## src/rtl/mult_nxn_fast.sv

```systemverilog
// mult_nxn_fast -- sequential N x N unsigned multiplier built from one W x W
// multiplier and one 2N-bit accumulator.  Each operand is split into K = N/W
// chunks.  Chunks above the highest nonzero chunk of each operand are skipped,
// so an operation takes (ka+1)*(kb+1) accumulate cycles.
//
// Ports
//   clk      : clock, all state on the rising edge
//   reset    : synchronous, active-high; aborts any operation in flight
//   start    : multiply request, only honoured in IDLE
//   a, b     : N-bit unsigned operands, latched when start is accepted
//   busy     : high while accumulating (RUN)
//   done     : one-cycle pulse, product is final
//   product  : registered 2N-bit result, held until the next accepted start
module mult_nxn_fast #(
  parameter int N = 32,
  parameter int W = 8
) (
  input  logic             clk,
  input  logic             reset,
  input  logic             start,
  input  logic [N-1:0]     a,
  input  logic [N-1:0]     b,
  output logic             busy,
  output logic             done,
  output logic [2*N-1:0]   product
);

  localparam int K     = N / W;
  localparam int IDX_W = (K > 1) ? $clog2(K) : 1;
  localparam int SH_W  = $clog2(2 * N);

  // Refuse to elaborate with an unusable chunking.
  generate
    if ((N % W) != 0 || (N / W) < 2) begin : g_bad_params
      $error("mult_nxn_fast: N must be a multiple of W with N/W >= 2");
    end
  endgenerate

  typedef enum logic [1:0] {
    IDLE = 2'd0,
    RUN  = 2'd1,
    DONE = 2'd2
  } state_t;

  state_t             state_reg, state_next;
  logic [N-1:0]       a_reg, a_next;
  logic [N-1:0]       b_reg, b_next;
  logic [2*N-1:0]     product_reg, product_next;
  logic [IDX_W-1:0]   i_reg, i_next;
  logic [IDX_W-1:0]   j_reg, j_next;
  logic [IDX_W-1:0]   ka_reg, ka_next;
  logic [IDX_W-1:0]   kb_reg, kb_next;

  // Chunk views: latched operands feed the multiplier, raw inputs feed the
  // highest-nonzero-chunk search done at acceptance time.
  logic [W-1:0]       a_chunk [K];
  logic [W-1:0]       b_chunk [K];
  logic [K-1:0]       a_nz;
  logic [K-1:0]       b_nz;

  genvar gi;
  generate
    for (gi = 0; gi < K; gi++) begin : g_chunks
      assign a_chunk[gi] = a_reg[W*gi +: W];
      assign b_chunk[gi] = b_reg[W*gi +: W];
      assign a_nz[gi]    = |a[W*gi +: W];
      assign b_nz[gi]    = |b[W*gi +: W];
    end
  endgenerate

  // Highest nonzero chunk index; 0 when the operand is zero, so a zero
  // operand still gets one chunk pass and accumulates 0.
  logic [IDX_W-1:0] ka_calc, kb_calc;
  always_comb begin
    ka_calc = '0;
    kb_calc = '0;
    for (int c = 0; c < K; c++) begin
      if (a_nz[c]) ka_calc = IDX_W'(c);
      if (b_nz[c]) kb_calc = IDX_W'(c);
    end
  end

  // Single W x W multiplier, result shifted into place at full 2N width.
  logic [W-1:0]     a_sel, b_sel;
  logic [2*W-1:0]   partial;
  logic [SH_W-1:0]  shift_amt;
  logic [2*N-1:0]   term;

  assign a_sel     = a_chunk[i_reg];
  assign b_sel     = b_chunk[j_reg];
  assign partial   = (2*W)'(a_sel) * (2*W)'(b_sel);
  assign shift_amt = SH_W'((int'(i_reg) + int'(j_reg)) * W);
  assign term      = (2*N)'(partial) << shift_amt;

  always_comb begin
    state_next   = state_reg;
    a_next       = a_reg;
    b_next       = b_reg;
    product_next = product_reg;
    i_next       = i_reg;
    j_next       = j_reg;
    ka_next      = ka_reg;
    kb_next      = kb_reg;

    case (state_reg)
      IDLE: begin
        if (start) begin
          a_next       = a;
          b_next       = b;
          product_next = '0;
          ka_next      = ka_calc;
          kb_next      = kb_calc;
          i_next       = '0;
          j_next       = '0;
          state_next   = RUN;
        end
      end
      RUN: begin
        product_next = product_reg + term;
        if (j_reg == kb_reg) begin
          j_next = '0;
          if (i_reg == ka_reg) begin
            state_next = DONE;
          end else begin
            i_next = i_reg + 1'b1;
          end
        end else begin
          j_next = j_reg + 1'b1;
        end
      end
      DONE: begin
        state_next = IDLE;
      end
      default: begin
        state_next = IDLE;
      end
    endcase
  end

  always_ff @(posedge clk) begin
    if (reset) begin
      state_reg   <= IDLE;
      a_reg       <= '0;
      b_reg       <= '0;
      product_reg <= '0;
      i_reg       <= '0;
      j_reg       <= '0;
      ka_reg      <= '0;
      kb_reg      <= '0;
    end else begin
      state_reg   <= state_next;
      a_reg       <= a_next;
      b_reg       <= b_next;
      product_reg <= product_next;
      i_reg       <= i_next;
      j_reg       <= j_next;
      ka_reg      <= ka_next;
      kb_reg      <= kb_next;
    end
  end

  // Outputs decode registered state only.
  assign busy    = (state_reg == RUN);
  assign done    = (state_reg == DONE);
  assign product = product_reg;

endmodule

```

## config.mk

```make
export PLATFORM = sky130hd
export DESIGN_NAME = mult_nxn_fast
export DESIGN_NICKNAME = d
export VERILOG_FILES = /design/src/rtl/mult_nxn_fast.sv
export SDC_FILE = /design/constraint.sdc
export NUM_CORES = 1
export LEC_CHECK = 0
export BUFFER_PORTS_ARGS = -buffer_cell sky130_fd_sc_hd__buf_4
export CORE_MARGIN = 2
export CORE_UTILIZATION = 30
export DETAILED_ROUTE_END_ITERATION = 16
export GPL_TIMING_DRIVEN = 1
export PLACE_DENSITY_LB_ADDON = 0.12
export SETUP_SLACK_MARGIN = 0.05
export SKIP_CTS_REPAIR_TIMING = 1
export SLEW_MARGIN = 10
export SYNTH_ARGS = -nofsm -noshare
export SYNTH_HDL_FRONTEND = slang
export SYNTH_SLANG_ARGS = --single-unit
```

## constraint.sdc

```tcl
create_clock -name clk -period 18.2 [get_ports clk]
set_input_delay 3.64 -clock clk [delete_from_list [all_inputs] [get_ports clk]]
set_output_delay 3.64 -clock clk [all_outputs]
set_load 0.05 [all_outputs]
```

# Yosys cells after proc, flatten, opt, wreduce, memory -nomap -nowiden

Index checks and enable logic that the tools add are counted.

Output and inout bits: 66
Register bits after elaboration: 138
Word-level logic and storage cells: 62
Input bits: 67

Multipliers: 1
Muxes and demuxes: 24
$lt $le $gt $ge: 2
Equality and inequality tests: 8
Add/subtract/negate cells: 4
Shift operators: 1
Bitwise operators: 2
Reduce and logical (&&, ||, !) cells: 12

Operators by type and width:

| kind                                                     | count |
|---|---|
| case mux 64 bit (2 select lines)                         | 1 |
| adder 64 bit                                             | 1 |
| two-way mux 64 bit                                       | 1 |
| << shifter 16 x 6 -> 64 bit                              | 1 |
| OR reduction 8 bit                                       | 6 |
| binary-select mux 8 bit (select 2 bit)                   | 2 |
| two-way mux 8 bit                                        | 4 |
| two-way mux 2 bit                                        | 11 |
| multiplier 8 x 8 -> 16 bit                               | 1 |
| case mux 2 bit (2 select lines)                          | 3 |
| greater-or-equal comparator 3 bit, second input constant | 2 |
| NOT 2 -> 3 bit                                           | 2 |
| adder 2 x 1 -> 2 bit, second input constant              | 2 |
| == test 2 bit                                            | 2 |
| != test 2 x 1 -> 1 bit, second input constant            | 2 |
| != test 2 bit, second input constant                     | 2 |
| AND reduction 2 bit                                      | 2 |
| AND reduction 4 bit                                      | 1 |
| adder 2 x 2 -> 3 bit                                     | 1 |
| AND reduction 3 bit                                      | 1 |
| == test 2 x 1 -> 1 bit, second input constant            | 1 |
| == test 2 bit, second input constant                     | 1 |
| logical NOT 2 bit                                        | 1 |
| two-way mux 1 bit                                        | 2 |
| nonzero test 2 bit                                       | 1 |

# Logic depth before layout (Yosys ltp)

Word-level depth: 8
Mapped depth: 34
Depth with buffers taken out: 32

# Least setup slack after synthesis

OpenSTA, ideal clock, no wires.

Path type: register to register
Start: register i_reg[0]
End: register product_reg[62], in the netlist product[62]
Arrival time: 7.516 ns
Cell stages (with the launch flop): 32
Clock period less this slack: 7.636 ns
Buffers on the path: 2
Slack: 10.564 ns
Cells stage by stage: dfxtp_1 buf_1 mux4_2 and2_1 fa_1 fa_1 ha_1 inv_1 fa_1 inv_1 ha_1 a21oi_1 o21bai_1 a21oi_1 nor2b_1 o2111ai_1 nand3_1 o41ai_1 xnor2_1 mux2i_1 nor2_1 ha_1 buf_2 nand4_1 or2_2 or4_1 o32a_1 o21ai_1 nor2_1 o31ai_1 mux2i_1 nand2_1

Longest elaborated chain between the ends: 8
Elaborated cells on any way between the ends: 9
Those cells by class: add/sub (2); mul (1); shift (1); mux (4); bitwise (1)

RTL lines:

| what                                                  | line | RTL |
|---|---|---|
| start: declaration                                    | 49   | `logic [IDX_W-1:0] i_reg, i_next;` |
| start signal: assignment                              | 155  | `i_reg <= i_next;` |
| NOT 2 -> 3 bit (not written as such)                  | 89   | `assign a_sel = a_chunk[i_reg];` |
| binary-select mux 8 bit (select 2 bit)                | 89   |  |
| two-way mux 8 bit (not written as such) (2 in series) | 89   |  |
| multiplier 8 x 8 -> 16 bit                            | 91   | `assign partial = (2*W)'(a_sel) * (2*W)'(b_sel);` |
| << shifter 16 x 6 -> 64 bit (*)                       | 93   | `assign term = (2*N)'(partial) << shift_amt;` |
| adder 64 bit (*)                                      | 119  | `product_next = product_reg + term;` |
| case mux 64 bit (2 select lines) (*)                  | 105  | `case (state_reg)` |
| end signal: assignment                                | 154  | `product_reg <= product_next;` |
| end: declaration                                      | 48   | `logic [2*N-1:0] product_reg, product_next;` |

Every way passes the cells marked *; elsewhere a longest branch is shown, timed or not. The select of a mux whose other input is x is not followed.
A chain may end at the register's enable or synchronous reset.

# Worst setup path in the final report

Same ends and word-level chain as after synthesis.

==> results_dict.tcl <==
set metrics [dict create \
    rrSetupSlack_ps 8910 \
    nets 1787 \
    cts_tree "built" \
    ant_nets 0 \
    fin_setup_tns_ps 0 \
    slew_headroom 0.273 \
    numCtsBuffers 17 \
    finalPower_uw 905 \
    power_density_mw_per_mm2 66.9 \
    grt_pass1_wl_um 59800 \
    dp_hpwl_um 29000 \
    pre_cts_ws_ps 8930 \
    grt_overflow_total 0 \
    min_period_ps 9290 \
    drt_iter0_drc 704 \
    dieArea_mm2 0.0401 \
    core_mm2 0.0378 \
    wl_um 37500 \
    synth_cells 1511 \
    synthArstFlopShare 0 \
    outcome "finished, final reports clean" \
    grt_max_degree 80 \
    grt_pass1_vias 10600 \
    clk_latency_ps 460 \
    worstMarginPinSlew_ps 1060 \
    min_path_type "flip-flop to flip-flop" \
    path_clk_slew_ps 60 \
    syn-num-nets 1716 \
    fin_util 0.358 \
    reg2reg_from "i_reg[0]" \
    cp_slowest_stage_delay_ps 830 \
    die_w_um 200 \
    drc 0 \
    hp-start "a_reg[25]" \
    vias_per_cell 5.09 \
    largest_register_ffs 64 \
    critPathRequiredTime_ps 18530 \
    clock.fmax_mhz 108 \
    syn_area_mm2 0.0116 \
    htree_num_levels 4 \
    area_delta_synth_final_pct 17.0 \
    path_class "flip-flop to flip-flop" \
    start_util 0.306 \
    synth_top_cell_area_share 0.239 \
    p_leak_nw 5.80 \
    die_h_um 200 \
    hold_viol 0 \
    fin_skew_ps 19.3 \
    cts.sinks 138 \
    n_antenna_cell 0 \
    antenna_found_initial 0 \
    layout_setup_ws_ps 8910 \
    maxCapViolCount 0 \
    cp-end-kind "flip-flop" \
    rsz0062_at_grt "false" \
    crit_path_start_kind "flip-flop" \
    grt_use_total 0.187 \
    cpMaxStageDelayCell "mux2i_1" \
    path_max_fanout 14 \
    stdcell_count 2105 \
    yosysWarnings 0 \
    synthTopCellsByCount "nand2_1 (273), a21oi_1 (187), dfxtp_1 (138), nor2_1 (105), ha_1 (100)" \
    rows 71 \
    vias 10700 \
    wire_per_inst_um 17.8 \
    ys_top_cells_by_area "dfxtp_1 (24%), ha_1 (11%), nand2_1 (8.9%)" \
    syn_avg_cell_area_um2 7.66 \
    drt-pass1-iter-count 6 \
    ys_ff_latch 138 \
    drive_gt1_frac 0.136 \
    yosysUniqueCellTypes 73 \
    portBuffers 132 \
    yosys.area.top_type "dfxtp_1" \
    ys_seq_area_frac 0.239 \
    setup_violations 0 \
    synthFlopType "dfxtp_1" \
    period_share 0.511 \
    startpoint "i_reg[0]" \
    ioPinCount 133 \
    ir_worst_vdd_v 0.0000709 \
    synth_edf_count 0 \
    dpl.cell_count 2074 \
    slew_violations 0 \
    ctsLongestPathBuffers 2 \
    synth.most_common_cell "nand2_1" \
    cp.arrival_ps 9630 \
    root_buffer "clkbuf_16" \
    gp_congestion 0.883 \
]
-- power breakdown --
part	switching (mW)	internal (mW)
clock network	0.146	0.229
logic	0.131	0.0664
registers	0.0137	0.319
-- worst max-delay path, delay by kind of cell, from the launching register on --
family | cells | cell delay [ps]
multiplexers | 3 | 1780
adder cells (fa/ha/maj) | 6 | 2600
flip-flops | 1 | 800
buffers and inverters | 2 | 90
AND/OR/NAND/NOR | 9 | 1730
AO/OA/AOI/OAI | 8 | 1960
XOR/XNOR | 1 | 210
-- final cells by class --
| cell class | count | area, µm² |
|---|---|---|
| multi-input cells | 1222 | 8230 |
| inverters | 63 | 236 |
| repair buffers | 140 | 1050 |
| well taps | 511 | 639 |
| clock inverters | 11 | 171 |
| flip-flops and latches | 138 | 2760 |
| clock buffers | 20 | 437 |
| fillers | 4063 | 24300 |
-- through the flow --
step	hold slack, ps	area [µm²]
after CTS	456	13500
after detailed placement	447	12900
after global routing	469	13500
final	453	13500
after floorplan	433	11600
after global placement	441	12900
-- metal layers --
layer | GRT usage | vias to the layer above | part of all wire
met1 | 0.259 | 4983 | 0.49
met2 | 0.292 | 273 | 0.44
met3 | 0.0345 | 41 | 0.045
li1 | - | 5411 | -
met5 | 0 | - | 0
met4 | 0.0638 | 0 | 0.024
-- placed cells by master (no fill, tap or decap), types with 4 or more instances in the layout --
cell type and instances:
nor4_1 13, bufinv_16 4, and2_1 61, o31ai_2 5
a32o_1 4, inv_1 62, o21ai_0 61, nand3_1 51
a31oi_1 8, a211oi_1 9, o21bai_1 16, and3_1 7
clkbuf_16 17, o21ai_1 14, a21oi_1 187, o21a_1 4
nor3_1 16, buf_4 140, mux4_2 16, nand2b_1 10
xnor2_1 39, nor2b_1 22, nand2_1 272, o22ai_1 9
fa_1 38, dfxtp_1 138, ha_1 100, nor2_1 104
xor2_1 33, a21o_1 31, nand4_1 25
-- final timing paths --
check,to,depth (start not counted)
worst max register to register,product[62],29
worst max-delay path,product[62],29
worst min-delay path,a_reg[25],2
worst min register to register,a_reg[25],2
-- logic make-up after synthesis --
logic type / count (synthesis) / synth area share
xor gates and xnor gates: 72 / 0.0545
muxes: 19 / 0.0337
AOI/OAI and AO/OA: 393 / 0.209
and+or+nand+nor: 600 / 0.239
adders and majority gates: 138 / 0.174
buffers and inverters: 151 / 0.0509
DFF: 138 / 0.239
(Power assumes the default switching activity.)
